**src/rtl/clk_phase_decoder_if.sv**
```systemverilog
// Bundle between the CPU phase generator side and clk_phase_decoder.
//
// Phase inputs (driven by master):
//   clk2_in, clk4_in, fetch_in, alu_clk_in : raw generator phase levels
// Decoded outputs (driven by slave):
//   step_onehot[7:0], step_idx[2:0]        : current step while locked
//   fetch_en, alu_en                       : 1-cycle strobes at step 3 / step 0
//   locked                                 : phase lock achieved
//   phase_err                              : 1-cycle pulse on phase mismatch
//   err_cnt[ERR_W-1:0]                     : saturating mismatch count
interface clk_phase_decoder_if #(
    parameter int ERR_W = 8
);
    logic             clk2_in;
    logic             clk4_in;
    logic             fetch_in;
    logic             alu_clk_in;
    logic [7:0]       step_onehot;
    logic [2:0]       step_idx;
    logic             fetch_en;
    logic             alu_en;
    logic             locked;
    logic             phase_err;
    logic [ERR_W-1:0] err_cnt;

    modport master (
        output clk2_in, clk4_in, fetch_in, alu_clk_in,
        input  step_onehot, step_idx, fetch_en, alu_en, locked, phase_err, err_cnt
    );

    modport slave (
        input  clk2_in, clk4_in, fetch_in, alu_clk_in,
        output step_onehot, step_idx, fetch_en, alu_en, locked, phase_err, err_cnt
    );
endinterface

```
**src/rtl/clk_phase_decoder.sv**
```systemverilog
// Reconstructs the 8-step instruction-cycle index from the sampled phase
// generator outputs, producing main-clock step enables and strobes, and
// detecting / counting loss of phase alignment.
//
// Ports:
//   clk   : system clock, all logic on posedge
//   reset : synchronous, active-high
//   bus   : clk_phase_decoder_if.slave (phase inputs, decoded outputs)
module clk_phase_decoder #(
    parameter int LOCK_PERIODS = 2,
    parameter int ERR_W        = 8,
    parameter int CHECK_ALU    = 1
) (
    input logic                 clk,
    input logic                 reset,
    clk_phase_decoder_if.slave  bus
);

    typedef enum logic [1:0] {IDLE, HUNT, VERIFY, LOCKED} state_t;

    localparam logic [6:0] CHK_LIMIT = 7'(8 * LOCK_PERIODS);

    state_t     state, state_nx;
    logic [2:0] cnt, cnt_nx;
    logic [6:0] chk, chk_nx;

    logic s_clk2, s_clk4, s_fetch, s_alu;
    logic h_clk2, h_clk4, h_fetch, h_alu;
    logic t_clk2, t_clk4, t_fetch, t_alu;
    logic match, err_nx;

    logic [7:0]       onehot_r;
    logic [2:0]       idx_r;
    logic             fetch_en_r, alu_en_r, locked_r, phase_err_r;
    logic [ERR_W-1:0] err_cnt_r;

    assign t_clk2  = s_clk2  ^ h_clk2;
    assign t_clk4  = s_clk4  ^ h_clk4;
    assign t_fetch = s_fetch ^ h_fetch;
    assign t_alu   = s_alu   ^ h_alu;

    // Toggle vector compared against the expected pattern for step cnt.
    always_comb begin
        match = t_clk2
             && (t_clk4  == cnt[0])
             && (t_fetch == (cnt == 3'd3))
             && ((CHECK_ALU == 0) || (t_alu == (cnt <= 3'd1)));
    end

    always_comb begin
        state_nx = state;
        cnt_nx   = cnt;
        chk_nx   = chk;
        err_nx   = 1'b0;
        case (state)
            IDLE: begin
                if (t_clk2) state_nx = HUNT;
            end
            HUNT: begin
                if (!t_clk2) begin
                    state_nx = IDLE;
                end else if (t_fetch) begin
                    // The fetch toggle marks step 3; checking resumes at step 4.
                    state_nx = VERIFY;
                    cnt_nx   = 3'd4;
                    chk_nx   = '0;
                end
            end
            VERIFY: begin
                if (!match) begin
                    err_nx   = 1'b1;
                    state_nx = HUNT;
                    cnt_nx   = '0;
                end else begin
                    cnt_nx = cnt + 3'd1;
                    chk_nx = chk + 7'd1;
                    if (chk + 7'd1 == CHK_LIMIT) state_nx = LOCKED;
                end
            end
            LOCKED: begin
                if (!match) begin
                    err_nx   = 1'b1;
                    state_nx = HUNT;
                    cnt_nx   = '0;
                end else begin
                    cnt_nx = cnt + 3'd1;
                end
            end
            default: state_nx = IDLE;
        endcase
    end

    always_ff @(posedge clk) begin
        if (reset) begin
            state       <= IDLE;
            cnt         <= '0;
            chk         <= '0;
            s_clk2      <= 1'b0;
            s_clk4      <= 1'b0;
            s_fetch     <= 1'b0;
            s_alu       <= 1'b0;
            h_clk2      <= 1'b0;
            h_clk4      <= 1'b0;
            h_fetch     <= 1'b0;
            h_alu       <= 1'b0;
            onehot_r    <= '0;
            idx_r       <= '0;
            fetch_en_r  <= 1'b0;
            alu_en_r    <= 1'b0;
            locked_r    <= 1'b0;
            phase_err_r <= 1'b0;
            err_cnt_r   <= '0;
        end else begin
            state   <= state_nx;
            cnt     <= cnt_nx;
            chk     <= chk_nx;
            s_clk2  <= bus.clk2_in;
            s_clk4  <= bus.clk4_in;
            s_fetch <= bus.fetch_in;
            s_alu   <= bus.alu_clk_in;
            h_clk2  <= s_clk2;
            h_clk4  <= s_clk4;
            h_fetch <= s_fetch;
            h_alu   <= s_alu;
            // Outputs publish the step just checked, gated by the state being
            // entered so locked and the step outputs rise and fall together.
            if (state_nx == LOCKED) begin
                locked_r   <= 1'b1;
                idx_r      <= cnt;
                onehot_r   <= 8'd1 << cnt;
                fetch_en_r <= (cnt == 3'd3);
                alu_en_r   <= (cnt == 3'd0);
            end else begin
                locked_r   <= 1'b0;
                idx_r      <= '0;
                onehot_r   <= '0;
                fetch_en_r <= 1'b0;
                alu_en_r   <= 1'b0;
            end
            phase_err_r <= err_nx;
            if (err_nx && (err_cnt_r != '1)) err_cnt_r <= err_cnt_r + 1'b1;
        end
    end

    assign bus.step_onehot = onehot_r;
    assign bus.step_idx    = idx_r;
    assign bus.fetch_en    = fetch_en_r;
    assign bus.alu_en      = alu_en_r;
    assign bus.locked      = locked_r;
    assign bus.phase_err   = phase_err_r;
    assign bus.err_cnt     = err_cnt_r;

endmodule

```
**src/flat_wrapper.sv**
```systemverilog
// flat-port wrapper written by rule: the top's interface ports become plain ports
module clk_phase_decoder_flat 
#(
    parameter int LOCK_PERIODS = 2,
    parameter int ERR_W        = 8,
    parameter int CHECK_ALU    = 1
)
  (clk, reset, bus_clk2_in, bus_clk4_in, bus_fetch_in, bus_alu_clk_in, bus_step_onehot, bus_step_idx, bus_fetch_en, bus_alu_en, bus_locked, bus_phase_err, bus_err_cnt);
  clk_phase_decoder_if #(.ERR_W(ERR_W)) bus_i ();
  input logic clk;
  input logic reset;
  input wire logic [$bits(bus_i.clk2_in)-1:0] bus_clk2_in;
  input wire logic [$bits(bus_i.clk4_in)-1:0] bus_clk4_in;
  input wire logic [$bits(bus_i.fetch_in)-1:0] bus_fetch_in;
  input wire logic [$bits(bus_i.alu_clk_in)-1:0] bus_alu_clk_in;
  output wire logic [$bits(bus_i.step_onehot)-1:0] bus_step_onehot;
  output wire logic [$bits(bus_i.step_idx)-1:0] bus_step_idx;
  output wire logic [$bits(bus_i.fetch_en)-1:0] bus_fetch_en;
  output wire logic [$bits(bus_i.alu_en)-1:0] bus_alu_en;
  output wire logic [$bits(bus_i.locked)-1:0] bus_locked;
  output wire logic [$bits(bus_i.phase_err)-1:0] bus_phase_err;
  output wire logic [$bits(bus_i.err_cnt)-1:0] bus_err_cnt;
  assign bus_i.clk2_in = bus_clk2_in;
  assign bus_i.clk4_in = bus_clk4_in;
  assign bus_i.fetch_in = bus_fetch_in;
  assign bus_i.alu_clk_in = bus_alu_clk_in;
  assign bus_step_onehot = bus_i.step_onehot;
  assign bus_step_idx = bus_i.step_idx;
  assign bus_fetch_en = bus_i.fetch_en;
  assign bus_alu_en = bus_i.alu_en;
  assign bus_locked = bus_i.locked;
  assign bus_phase_err = bus_i.phase_err;
  assign bus_err_cnt = bus_i.err_cnt;
  clk_phase_decoder #(.LOCK_PERIODS(LOCK_PERIODS), .ERR_W(ERR_W), .CHECK_ALU(CHECK_ALU)) u_core (.clk(clk), .reset(reset), .bus(bus_i));
endmodule
```
**config.mk**
```make
export PLATFORM = sky130hd
export DESIGN_NAME = clk_phase_decoder_flat
export DESIGN_NICKNAME = d
export VERILOG_FILES = /design/src/rtl/clk_phase_decoder_if.sv /design/src/rtl/clk_phase_decoder.sv /design/src/flat_wrapper.sv
export SDC_FILE = /design/constraint.sdc
export NUM_CORES = 1
export LEC_CHECK = 0
export CAP_MARGIN = 20
export CORE_MARGIN = 2
export CORE_UTILIZATION = 46
export DETAILED_ROUTE_END_ITERATION = 16
export GPL_TIMING_DRIVEN = 0
export MAX_ROUTING_LAYER = met4
export PLACE_DENSITY = 0.7
export SYNTH_ARGS = -nofsm -noshare
export SYNTH_HDL_FRONTEND = slang
export SYNTH_SLANG_ARGS = --single-unit
```
**constraint.sdc**
```tcl
create_clock -name clk -period 5.7 [get_ports clk]
set_clock_uncertainty 0.05 [all_clocks]
set_input_delay 1.14 -clock clk [delete_from_list [all_inputs] [get_ports clk]]
set_output_delay 1.14 -clock clk [all_outputs]
set_load 0.01 [all_outputs]
```
== Word-level counts from Yosys, hierarchy flattened ==
Cells that the tools add are included.
Storage, ports and cells
  bits in registers: 43
  input port bits: 6
Operators by class
  add/subtract/negate cells: 3
  order comparisons: 1
  equality and inequality tests: 13
  shift operators: 1
  muxes and demuxes: 18
  bitwise logic cells: 5
  reductions and logical operators: 12
Operator list (number)
  $mux 7: 3
  $pmux 7 s2: 1
  $mux 2: 6
  $mux 3: 3
  $add 8x1->8 const B: 1
  $ne 8x8->1 const B: 1
  $pmux 2 s4: 1
  $shl 1x3->8 const A: 1
  $add 7x1->7 const B: 1
  $eq 7x5->1 const B: 1
  $eq 2x2->1 const B: 3
  $ne 2x1->1 const B: 3
  $pmux 3 s2: 1
  $logic_and 1x1->1: 4
  $reduce_and 4->1: 1
  $reduce_bool 2->1: 2
  $reduce_or 2->1: 2
  $xor 1x1->1: 4
  $add 3x1->3 const B: 1
  $eq 1x1->1: 3
  $eq 3x2->1 const B: 1
  $le 3x1->1 const B: 1
  $logic_not 3->1: 1
  $mux 1: 3
  4 further kinds: 4

== Longest topological paths before layout ==
Gate-level depths: netlist (run 1).
  word-level depth: 10
  depth in mapped cells: 9

== Least setup slack after synthesis (run 1) ==
OpenSTA, ideal clock, no wires.
  path kind: register to register
  from: reg u_core.cnt[0]
  to: reg u_core.onehot_r[4], in the netlist u_core.bus.step_onehot[4]
  data arrival time: 1.873 ns
  required time: 5.590 ns
  path slack: 3.718 ns
  cell stages (with the launch flop): 9
  cells stage by stage: dfxtp_1 ha_1 ha_1 xor3_2 nor2_4 a31oi_4 a2111oi_4 buf_6 and3_1
On the way
  longest elaborated chain between the ends: 9
  elaborated cells on any way between the ends: 15
  classes of those cells: order compare: 1; eq/ne: 5; shift: 1; mux: 3; bitwise: 1; reduce/logical: 4
RTL lines
  start: declaration: RTL line clk_phase_decoder.sv:24  | logic [2:0] cnt, cnt_nx;
  start signal: assignment: RTL line clk_phase_decoder.sv:115  | cnt <= cnt_nx;
  parallel branches: the longest is 9 deep, another holds $le 3x1->1
  end signal: assignment: RTL line clk_phase_decoder.sv:130  | onehot_r <= 8'd1 << cnt;
  end: declaration: RTL line clk_phase_decoder.sv:32  | logic [7:0] onehot_r;
Several ways; the timed one is not identified.
A chain may end at the register's enable or synchronous reset.

== Worst setup path after layout (run 1) ==
  from: in reset
  to: reg u_core.state[1]
RTL lines
  start: declaration: RTL line flat_wrapper.sv:11  | input logic reset;
  end signal: assignment: RTL line clk_phase_decoder.sv:114  | state <= state_nx;
  end: declaration: RTL line clk_phase_decoder.sv:23  | state_t state, state_nx;
No word-level cell between the ends.

==> reports/qor.txt, run 1 <==
number of synthesized flops with an enable pin -> 0
# nets final -> 232
clock slew seen by the registers of the worst setup and hold paths -> 80 ps
htree depth -> 2
Vias -> 1450
switch share -> 22.95%
ys flop type -> dfxtp_1
drt first pass iters -> 4
Reg2Reg Depth -> 8
Post-Layout Cell Count -> 270
CTS tree -> built
post-CTS setup buffer count -> 0
Comb pwr share -> 6.5%
Crit path largest cell delay -> 570 ps
Sum Neg Setup Slack -> 0 ps
Initial Util -> 47.13%
routability cong. -> 0.7422
register area share after synthesis -> 46.33%
DIE AREA -> 4564 um^2
total CTS buffers -> 5
placed cells -> 262
largest net degree at the start of global routing -> 14
Cell Pwr Density -> 230.1 nW/um^2
root buffer cell -> clkbuf_8
Worst EP required -> 5810 ps
Worst Hold Path EP -> u_core.h_alu
R2R Path End -> u_core.bus.step_onehot[6]
number of I/O pins -> 29
share of layout cells above drive strength 1 -> 10.91%
post-synth top area cell -> dfxtp_1
Placed Area -> 2201 um^2
total track usage -> 19.03%
Internal -> 405.4 uW
slew at the pin closest to its max-slew limit -> 543.0 ps
clock power share -> 35.0%
slowest CP cell -> clkdlybuf4s50_1
DP Worst Slack -> 2859 ps
drt drc -> 0
I/O Buffers -> 28
status -> complete, no violations
minimum clock period after layout -> 2533 ps
most area-consuming cells after synthesis -> dfxtp_1 46%, and3_1 5.1%, ha_1 4.7%, nor2b_1 3.7%, nor2_1 2.4%
GR Overflow Total -> 0
post-cts resize count -> 0
Data arrival, critical path -> 2640 ps
Worst setup EP type -> flip-flop
cell mode on critical path -> clkbuf_1
Worst setup SP type -> primary input
Mean Syn Cell Area -> 10.10 um^2
Synth Cell Area -> 1858 um^2
r2r setup slk -> 3400 ps
Final Setup Violations -> 0
fin. max-slew vios -> 0
Setup Crit Path Kind -> primary input to flip-flop
Flop pwr share -> 58.5%
Fill cells -> 347
synth warn -> 0
Clock Sink Count -> 43
syn_nets -> 197
first-pass GRT wire length -> 6403 um
Yosys top cell area share -> 46.33%
synth cell count leaders -> 43 x dfxtp_1, 15 x and3_1, 12 x nor2_1
Final Cell Area -> 2286 um^2
Max Cap Viol -> 0
Async S/R FF share, synth -> 0%
Yosys cell types -> 47
worst relative slew slack -> 63.63%
drt wl/cell -> 13.86 um
final worst setup slack -> 3167 ps
area growth from synthesis to layout -> 23.03%
hold_buf cts -> 0
Site Rows -> 23
Psw -> 120.7 uW
post-route ant nets -> 0
Die Height -> 67.56 um
number of antenna diodes -> 0
number of vias per cell -> 5.370
Hold Crit Start -> u_core.s_alu
initial antenna violation count -> 0
synthesized flop and latch total -> 43
cell count after synthesis -> 184
r2r startpoint -> u_core.cnt[1]
Hold Path Cell Cnt -> 1
via count of the first global-routing pass -> 1410
Final Hold Fails -> 0
post-route clock period utilization -> 44.43%
1st-iter DRT viols -> 79
drt total wl -> 3742 um
Clock Tree Buf Depth -> 2
Critical Path Fanout Max -> 10
RSZ-0062 raised after global routing -> false
dpl hpwl -> 2798 um
VDD IR-drop max -> 0.1720 mV
Worst-Skew Late Latency -> 290 ps
FMAX -> 394.8 MHz
leakage -> 0.8832 nW
Hold Path Class -> flip-flop to flip-flop
die outline width -> 67.56 um
total core area -> 3943 um^2
worst-path cell chain -> clkdlybuf4s50_1, clkbuf_1, clkbuf_1, nor3_1
most numerous cell in the Yosys netlist -> dfxtp_1
==> kinds of logic after synthesis <==
family | share of synthesized area, %
adder cells (fa/ha/maj) | 4.714
XOR/XNOR | 5.455
buffers and inverters | 4.040
AO/OA/AOI/OAI | 14.88
multiplexers | 1.751
AND/OR/NAND/NOR | 22.83
flip-flops | 46.33
==> sequential cells by signal (all words and copies together) (netlist names), 2 cells and up <==
signal and count:
u_core.bus.err_cnt 8, u_core.bus.step_onehot 8, u_core.chk 7, u_core.bus.step_idx 3
u_core.cnt 3, u_core.state 2
==> power groups by stage <==
| stage | registers [mW] | clock network (mW) | logic, mW |
|---|---|---|---|
| detailed placement | 0.315 | 0 | 0.0342 |
| CTS | 0.308 | 0.191 | 0.0343 |
| floorplan | 0.314 | 0 | 0.0243 |
| global placement | 0.315 | 0 | 0.0330 |
| finish | 0.308 | 0.184 | 0.0340 |
| global route | 0.308 | 0.202 | 0.0375 |
==> how the worst max path moves through the flow <==
stage | start | to | slack (ps) | cells past startpoint
6_report | reset | u_core.state[1] | 3170 | 4
5_1_grt | reset | u_core.state[1] | 3030 | 4
4_1_cts | reset | u_core.s_alu | 3160 | 4
3_5_place_dp | reset | u_core.s_alu | 2860 | 4
3_3_place_gp | reset | u_core.state[1] | 2890 | 4
2_1_floorplan | u_core.cnt[0] | u_core.bus.step_onehot[4] | 3720 | 8
==> per-stage QoR <==
stage / hold slack (ps) / power, mW / util (%)
3_5_place_dp: 425.1 / 0.3492 / 55.82
6_report: 439.4 / 0.5261 / 57.98
3_3_place_gp: 405.1 / 0.3476 / 55.82
5_1_grt: 456.6 / 0.5481 / 57.98
4_1_cts: 443.7 / 0.5329 / 57.98
2_1_floorplan: 389.1 / 0.3385 / -
==> critical path: cells and delay by family <==
family        cells  cell delay [ps]
simple gates      1              110
buf+inv           3             1390
==> placed cells by master (no fill, tap or decap), types with 4 or more instances in the layout <==
cell	n
a21oi_1	8
a31oi_1	7
and2_1	5
and3_1	15
clkbuf_1	4
clkbuf_8	6
clkdlybuf4s50_1	28
dfxtp_1	43
ha_1	7
inv_1	5
nand2_1	8
nand3_1	4
nor2_1	12
nor2b_1	11
o21ai_1	4
o31ai_1	4
==> routing by layer <==
metal | vias up | track usage (%) | share of wire [%]
met3 | 4 | 4.000 | 3.2
met4 | 0 | 6.122 | 1.0
li1 | 727 | - | -
met2 | 22 | 30.39 | 49
met5 | - | - | 0
met1 | 697 | 24.04 | 47
==> final cells by class <==
type	count	area, um^2	share of cell area (%)
timing repair buffer	28	280.3	12.26
clock buffer	6	72.57	3.175
inverter	6	22.52	0.9852
sequential	43	860.8	37.66
tap	50	62.56	2.737
multi-input combinational	128	922.1	40.34
clock inverter	2	12.51	0.5473
buffer	7	52.55	2.299
No activity file was read; power rests on OpenSTA's default activity.
==> run 2, diff against run 1 <==
==> constraint.sdc (replaced) <==
create_clock -name clk -period 2.55 [get_ports clk]
set_clock_uncertainty 0.05 [all_clocks]
set_input_delay 0.51 -clock clk [delete_from_list [all_inputs] [get_ports clk]]
set_output_delay 0.51 -clock clk [all_outputs]
set_load 0.01 [all_outputs]
==> results of run 2 <==
The final DEF is identical to that of run 1. Status: complete, no violations.
Among the figures that moved: setup slack after placement 2859 ps -> 271.3 ps; clock-pin slew on the worst setup and hold paths 80 ps -> 70 ps; setup slack after layout 3167 ps -> 247.9 ps; start point of the critical path reset -> u_core.cnt[1]; end point of the critical path u_core.state[1] -> u_core.bus.step_onehot[6]; register-to-register setup slack 3400 ps -> 250 ps; total power 0.5261 mW -> 1.176 mW; worst IR drop on VDD 0.1720 mV -> 0.3844 mV
